## config.mk

```make
export PLATFORM = sky130hd
export DESIGN_NAME = bcd_display_seq
export DESIGN_NICKNAME = d
export VERILOG_FILES = /design/src/rtl/bcd_display_seq_pkg.sv /design/src/rtl/bcd_display_seq_seg7_digit_dec.sv /design/src/rtl/bcd_display_seq.sv
export SDC_FILE = /design/constraint.sdc
export NUM_CORES = 1
export LEC_CHECK = 0
export CAP_MARGIN = 30
export CORE_UTILIZATION = 55
export CTS_CLUSTER_DIAMETER = 200
export DETAILED_ROUTE_END_ITERATION = 7
export GPL_TIMING_DRIVEN = 0
export HOLD_SLACK_MARGIN = 0.15
export PLACE_DENSITY = 0.8
export SLEW_MARGIN = 20
export SYNTH_ARGS = -nofsm -noshare
export SYNTH_HDL_FRONTEND = slang
export SYNTH_SLANG_ARGS = --single-unit
export TNS_END_PERCENT = 10
```

## constraint.sdc

```tcl
create_clock -name clk -period 2.4 [get_ports clk]
set_clock_uncertainty 0.2 [all_clocks]
set_input_delay 0.48 -clock clk [delete_from_list [all_inputs] [get_ports clk]]
set_output_delay 0.48 -clock clk [all_outputs]
set_load 0.01 [all_outputs]
```

## src/rtl/bcd_display_seq_pkg.sv

```systemverilog
// Shared types, segment constants and the double-dabble digit correction
// used by the sequential BCD display path.
package bcd_display_seq_pkg;

    typedef enum logic [1:0] {
        IDLE   = 2'd0,
        SHIFT  = 2'd1,
        FINISH = 2'd2
    } state_t;

    localparam logic [6:0] SEG_BLANK = 7'b1111111;
    localparam logic [6:0] SEG_DASH  = 7'b1111110;

    // A digit of 5 or more would exceed 9 after doubling, so pre-add 3.
    function automatic logic [3:0] add3(input logic [3:0] d);
        logic [3:0] r;
        if (d >= 4'd5) begin
            r = d + 4'd3;
        end else begin
            r = d;
        end
        return r;
    endfunction

endpackage

```

## src/rtl/bcd_display_seq_seg7_digit_dec.sv

```systemverilog
// One active-low 7-segment digit decoder (a at bit 6, g at bit 0).
// Dash overrides blank, which overrides the numeric pattern.
module seg7_digit_dec
    import bcd_display_seq_pkg::*;
(
    input  logic [3:0] digit,
    input  logic       blank,
    input  logic       dash,
    output logic [6:0] seg
);

    // Priority select followed by the 0-9 pattern table.
    always_comb begin
        seg = SEG_BLANK;
        if (dash) begin
            seg = SEG_DASH;
        end else if (blank) begin
            seg = SEG_BLANK;
        end else begin
            case (digit)
                4'd0:    seg = 7'b0000001;
                4'd1:    seg = 7'b1001111;
                4'd2:    seg = 7'b0010010;
                4'd3:    seg = 7'b0000110;
                4'd4:    seg = 7'b1001100;
                4'd5:    seg = 7'b0100100;
                4'd6:    seg = 7'b0100000;
                4'd7:    seg = 7'b0001111;
                4'd8:    seg = 7'b0000000;
                4'd9:    seg = 7'b0001100;
                default: seg = SEG_BLANK;
            endcase
        end
    end

endmodule

```

## src/rtl/bcd_display_seq.sv

```systemverilog
// Sequential binary-to-BCD converter (one bit per clock) driving registered
// active-low 7-segment digits with sign, leading-zero blanking and overflow.
module bcd_display_seq
    import bcd_display_seq_pkg::*;
#(
    parameter int W        = 16,
    parameter int DIGITS   = 5,
    parameter int SIGNED   = 1,
    parameter int BLANK_LZ = 1
) (
    input  logic                  clk,
    input  logic                  rst,
    input  logic                  start,
    input  logic [W-1:0]          value,
    output logic                  busy,
    output logic                  done,
    output logic [4*DIGITS-1:0]   bcd,
    output logic [7*DIGITS-1:0]   seg,
    output logic                  minus_n,
    output logic                  ovf
);

    localparam int CW = $clog2(W + 1);
    localparam int BW = 4 * DIGITS;

    state_t              state_r;
    state_t              state_next_s;
    logic [W-1:0]        mag_r;
    logic [BW-1:0]       acc_r;
    logic [CW-1:0]       cnt_r;
    logic                neg_r;
    logic                ovf_int_r;
    logic                busy_r;
    logic                done_r;
    logic [BW-1:0]       bcd_r;
    logic [7*DIGITS-1:0] seg_r;
    logic                minus_n_r;
    logic                ovf_r;

    logic                neg_in_s;
    logic [W-1:0]        mag_in_s;
    logic [BW-1:0]       acc_adj_s;
    logic [DIGITS-1:0]   upper_nz_s;
    logic [DIGITS-1:0]   blank_s;
    logic [7*DIGITS-1:0] seg_dec_s;

    // Magnitude of the operand; the most negative value maps to 2^(W-1) exactly.
    always_comb begin
        neg_in_s = (SIGNED != 0) && value[W-1];
        if (neg_in_s) begin
            mag_in_s = ~value + W'(1);
        end else begin
            mag_in_s = value;
        end
    end

    // Add-3 correction on every digit ahead of the shift.
    always_comb begin
        acc_adj_s = '0;
        for (int i = 0; i < DIGITS; i++) begin
            acc_adj_s[4*i +: 4] = add3(acc_r[4*i +: 4]);
        end
    end

    genvar gi;
    generate
        for (gi = 0; gi < DIGITS; gi++) begin : g_dig
            assign upper_nz_s[gi] = |acc_r[BW-1:4*gi];
            assign blank_s[gi]    = (BLANK_LZ != 0) && (gi != 0) && !upper_nz_s[gi];

            seg7_digit_dec u_dec (
                .digit (acc_r[4*gi +: 4]),
                .blank (blank_s[gi]),
                .dash  (ovf_int_r),
                .seg   (seg_dec_s[7*gi +: 7])
            );
        end
    endgenerate

    // FSM state register.
    always_ff @(posedge clk or negedge rst) begin
        if (!rst) begin
            state_r <= IDLE;
        end else begin
            state_r <= state_next_s;
        end
    end

    // Next-state logic; the last shift happens while the counter reads 1.
    always_comb begin
        state_next_s = state_r;
        case (state_r)
            IDLE: begin
                if (start) begin
                    state_next_s = SHIFT;
                end else begin
                    state_next_s = IDLE;
                end
            end
            SHIFT: begin
                if (cnt_r == CW'(1)) begin
                    state_next_s = FINISH;
                end else begin
                    state_next_s = SHIFT;
                end
            end
            FINISH:  state_next_s = IDLE;
            default: state_next_s = IDLE;
        endcase
    end

    // Conversion datapath and registered display outputs.
    always_ff @(posedge clk or negedge rst) begin
        if (!rst) begin
            mag_r     <= '0;
            acc_r     <= '0;
            cnt_r     <= '0;
            neg_r     <= 1'b0;
            ovf_int_r <= 1'b0;
            busy_r    <= 1'b0;
            done_r    <= 1'b0;
            bcd_r     <= '0;
            seg_r     <= {DIGITS{SEG_BLANK}};
            minus_n_r <= 1'b1;
            ovf_r     <= 1'b0;
        end else begin
            done_r <= 1'b0;
            case (state_r)
                IDLE: begin
                    if (start) begin
                        mag_r     <= mag_in_s;
                        neg_r     <= neg_in_s;
                        acc_r     <= '0;
                        ovf_int_r <= 1'b0;
                        cnt_r     <= CW'(W);
                        busy_r    <= 1'b1;
                    end
                end
                SHIFT: begin
                    acc_r     <= {acc_adj_s[BW-2:0], mag_r[W-1]};
                    mag_r     <= {mag_r[W-2:0], 1'b0};
                    cnt_r     <= cnt_r - CW'(1);
                    ovf_int_r <= ovf_int_r | acc_adj_s[BW-1];
                end
                FINISH: begin
                    bcd_r     <= acc_r;
                    ovf_r     <= ovf_int_r;
                    minus_n_r <= ~neg_r;
                    seg_r     <= seg_dec_s;
                    done_r    <= 1'b1;
                    busy_r    <= 1'b0;
                end
                default: begin
                    busy_r <= 1'b0;
                end
            endcase
        end
    end

    assign busy    = busy_r;
    assign done    = done_r;
    assign bcd     = bcd_r;
    assign seg     = seg_r;
    assign minus_n = minus_n_r;
    assign ovf     = ovf_r;

endmodule

```

==> flow_metrics.tcl <==
set metrics [dict create \
    grt_pass1_vias 4462 \
    powerDensity_nw_per_um2 1270 \
    synthFlopType "dfrtp_1" \
    setup_violations 0 \
    path_clk_slew_ns 0.09 \
    leakage_nw 2.87 \
    p_switching_mw 3.43 \
    post-route-period-util_pct 95.1 \
    wl_per_cell_um 16.0 \
    initial_core_util_pct 57.0 \
    critPathKind "flop to flop" \
    r2r_slack_ns 0.12 \
    cts_sinks 104 \
    async_flop_share_pct 100 \
    outcome "complete, no violations" \
    synth_fp_nets 635 \
    antenna_left 0 \
    hold_path_depth 1 \
    numCtsBuffers 9 \
    critPathLaunch "acc_r[16]$_DFFE_PN0P_" \
    diodes 0 \
    path_cells "inv_1, ha_1, and4bb_2, nand3_1, nor2_1, o32a_1" \
    dp_hpwl_um 9530 \
    finalHoldViolCount 0 \
    rows 36 \
    endpoint "seg[11]$_DFFE_PN1P_" \
    power_frac_clock_pct 12.3 \
    clk_latency_ns 0.38 \
    syn-mean-instance-area_um2 9.60 \
    synth_area_leader_cell "dfrtp_1" \
    drt_wl_total_um 12900 \
    critPathRequiredTime_ns 2.52 \
    ys_seq_elements 104 \
    yosys_warnings 0 \
    htreeDepth 3 \
    max_freq_ghz 0.438 \
    vias_per_cell 5.76 \
    drt_iter0_drc 180 \
    grt_usage_pct 26.3 \
    port_buffers 76 \
    cp.arrival_ns 2.41 \
    ys_seq_area_share_pct 47.3 \
    num-fill-cells 822 \
    die_w_um 103 \
    cts_tree "yes" \
    cp_slowest_stage_delay_ns 0.46 \
    root_buffer "clkbuf_8" \
    grt_max_degree 76 \
    timing.rr.start "acc_r[16]$_DFFE_PN0P_" \
    drc_errors 0 \
    path_max_fanout 6 \
    io_pins 78 \
    yosys-top-cells-count "68 x dfrtp_1, 58 x nand2_1, 52 x o21ai_0, 49 x nor2_1, 36 x dfstp_2" \
    p_total_mw 8.58 \
    cp_slowest_cell "dfrtp_1" \
    path_delay_family "simple AND/OR/NAND/NOR gates" \
    tightest_slew_ns 0.593 \
    endpoint_kind "flop" \
    rr_worst_depth 6 \
    synth_top_area_share_pct 30.4 \
    core_region_area_um2 9820 \
    final_max_slew_viol_count 0 \
    intPower_mw 5.15 \
    r2r-end "seg[11]$_DFFE_PN1P_" \
    switching_share_pct 40.0 \
    gp_congestion 0.913 \
    synthDistinctLibCells 55 \
    hp-class "flop to flop" \
    cap_violations 0 \
    rsz0062_at_grt "false" \
    seqPwrFrac_pct 37.1 \
    netlist_top_cells_area "dfrtp_1 30%, dfstp_2 17%, ha_1 7.4%" \
    synth_cells 583 \
    cp.buffers_inverters 1 \
    gr-total-overflow 0 \
    worst_setup_path_start_kind "flop" \
    synth-edff-count 0 \
    vias 4657 \
    dieHeight_um 103 \
    cts.path.max_buffers 2 \
    synth_area_um2 5600 \
    drive_above_1_share_pct 10.9 \
    comb_power_share_pct 50.6 \
    yosysMostFrequentCell "dfrtp_1" \
    vdd_drop_max_uv 510 \
    nNetsFinal 724 \
    relSlewSlack_pct 60.4 \
    holdWs_ns 0.238 \
    dieArea_um2 10600 \
    drtPass1Iterations 5 \
    syn_to_final_growth_pct 21.0 \
    antenna_found_initial 0 \
    grt_pass1_wl_um 21100 \
    cp.depth 6 \
    fin_crit_ns 2.28 \
]
-- state kept, by name (all words and copies together) (netlist names), 2 cells and up --
| name | flops |
|---|---|
| acc_r | 20 |
| bcd | 20 |
| cnt_r | 5 |
| mag_r | 16 |
| seg | 35 |
| state_r | 2 |
-- stage by stage --
step	cells	setup TNS, ns	setup WS, ns	area, um2	util, %
6_report	809	0	0.117	6770	68.9
5_1_grt	809	0	0.0152	6770	68.9
4_1_cts	809	0	0.0385	6740	68.6
3_5_place_dp	793	-1.32	-0.368	6550	66.7
3_3_place_gp	792	-275.56	-3.07	6520	66.4
2_1_floorplan	583	0	0.316	5600	-
-- routing by layer --
layer | global-route usage, % | vias to the layer above | wire length [um]
met2 | 43.5 | 128 | 6300
met3 | 4.20 | 21 | 670
met4 | 13.7 | 0 | 318
li1 | - | 2256 | -
met5 | 0 | - | 0
met1 | 33.6 | 2252 | 5650
-- how the worst min path moves through the flow --
stage	end	slack, ns	from
after detailed placement	bcd[7]$_DFFE_PN0P_	0.17	rst
after global placement	minus_n$_DFFE_PN1P_	0.22	neg_r$_DFFE_PN0P_
after floorplan	acc_r[0]$_DFFE_PN0P_	-0.02	rst
after global routing	seg[28]$_DFFE_PN1P_	0.27	seg[28]$_DFFE_PN1P_
final	minus_n$_DFFE_PN1P_	0.24	neg_r$_DFFE_PN0P_
after CTS	minus_n$_DFFE_PN1P_	0.24	neg_r$_DFFE_PN0P_
-- power by group through the flow --
stage	Clock, mW	Combinational, mW	Sequential (mW)
2_1_floorplan	0	2.66	3.28
3_3_place_gp	0	4.19	3.18
3_5_place_dp	0	4.31	3.21
4_1_cts	1.07	4.34	3.19
5_1_grt	1.13	4.88	3.28
6_report	1.05	4.34	3.18
-- logic make-up (layout without fill, tap and decap cells) --
group	Yosys count	count (layout)	share of synthesized area [%]
AOI/OAI and AO/OA	185	185	21.8
buffers and inverters	65	158	4.56
and+or+nand+nor	163	163	13.5
xor gates and xnor gates	21	21	3.29
muxes	12	12	2.15
DFF	104	104	47.3
adders and majority gates	33	33	7.38
-- area by class of cell --
class | count | area, um2 | area share, %
Multi-Input combinational cell | 414 | 2720 | 40.1
Sequential cell | 104 | 2650 | 39.1
Timing Repair Buffer | 78 | 805 | 11.9
Tap cell | 133 | 166 | 2.46
Buffer | 35 | 143 | 2.11
Clock buffer | 11 | 131 | 1.94
Inverter | 30 | 113 | 1.66
Clock inverter | 4 | 47.5 | 0.702
-- what timing repair did --
action,CTS,global route
setup buffers,0,0
gates resized for setup,0,6
endpoints found under the hold margin,74,0
hold buffers,1,0
setup endpoints to repair,0,3
-- placed cells by master, fill, tap and decap left out, drive strengths merged, types with 19 or more instances in the layout --
| cell type | n |
|---|---|
| clkbuf | 36 |
| clkdlybuf4s50 | 73 |
| o21ai | 54 |
| dfstp | 36 |
| nand2 | 58 |
| ha | 33 |
| nor2 | 49 |
| a21oi | 29 |
| dfrtp | 68 |
| inv | 28 |
| o22ai | 19 |
Power figures use the tool's default switching activity.
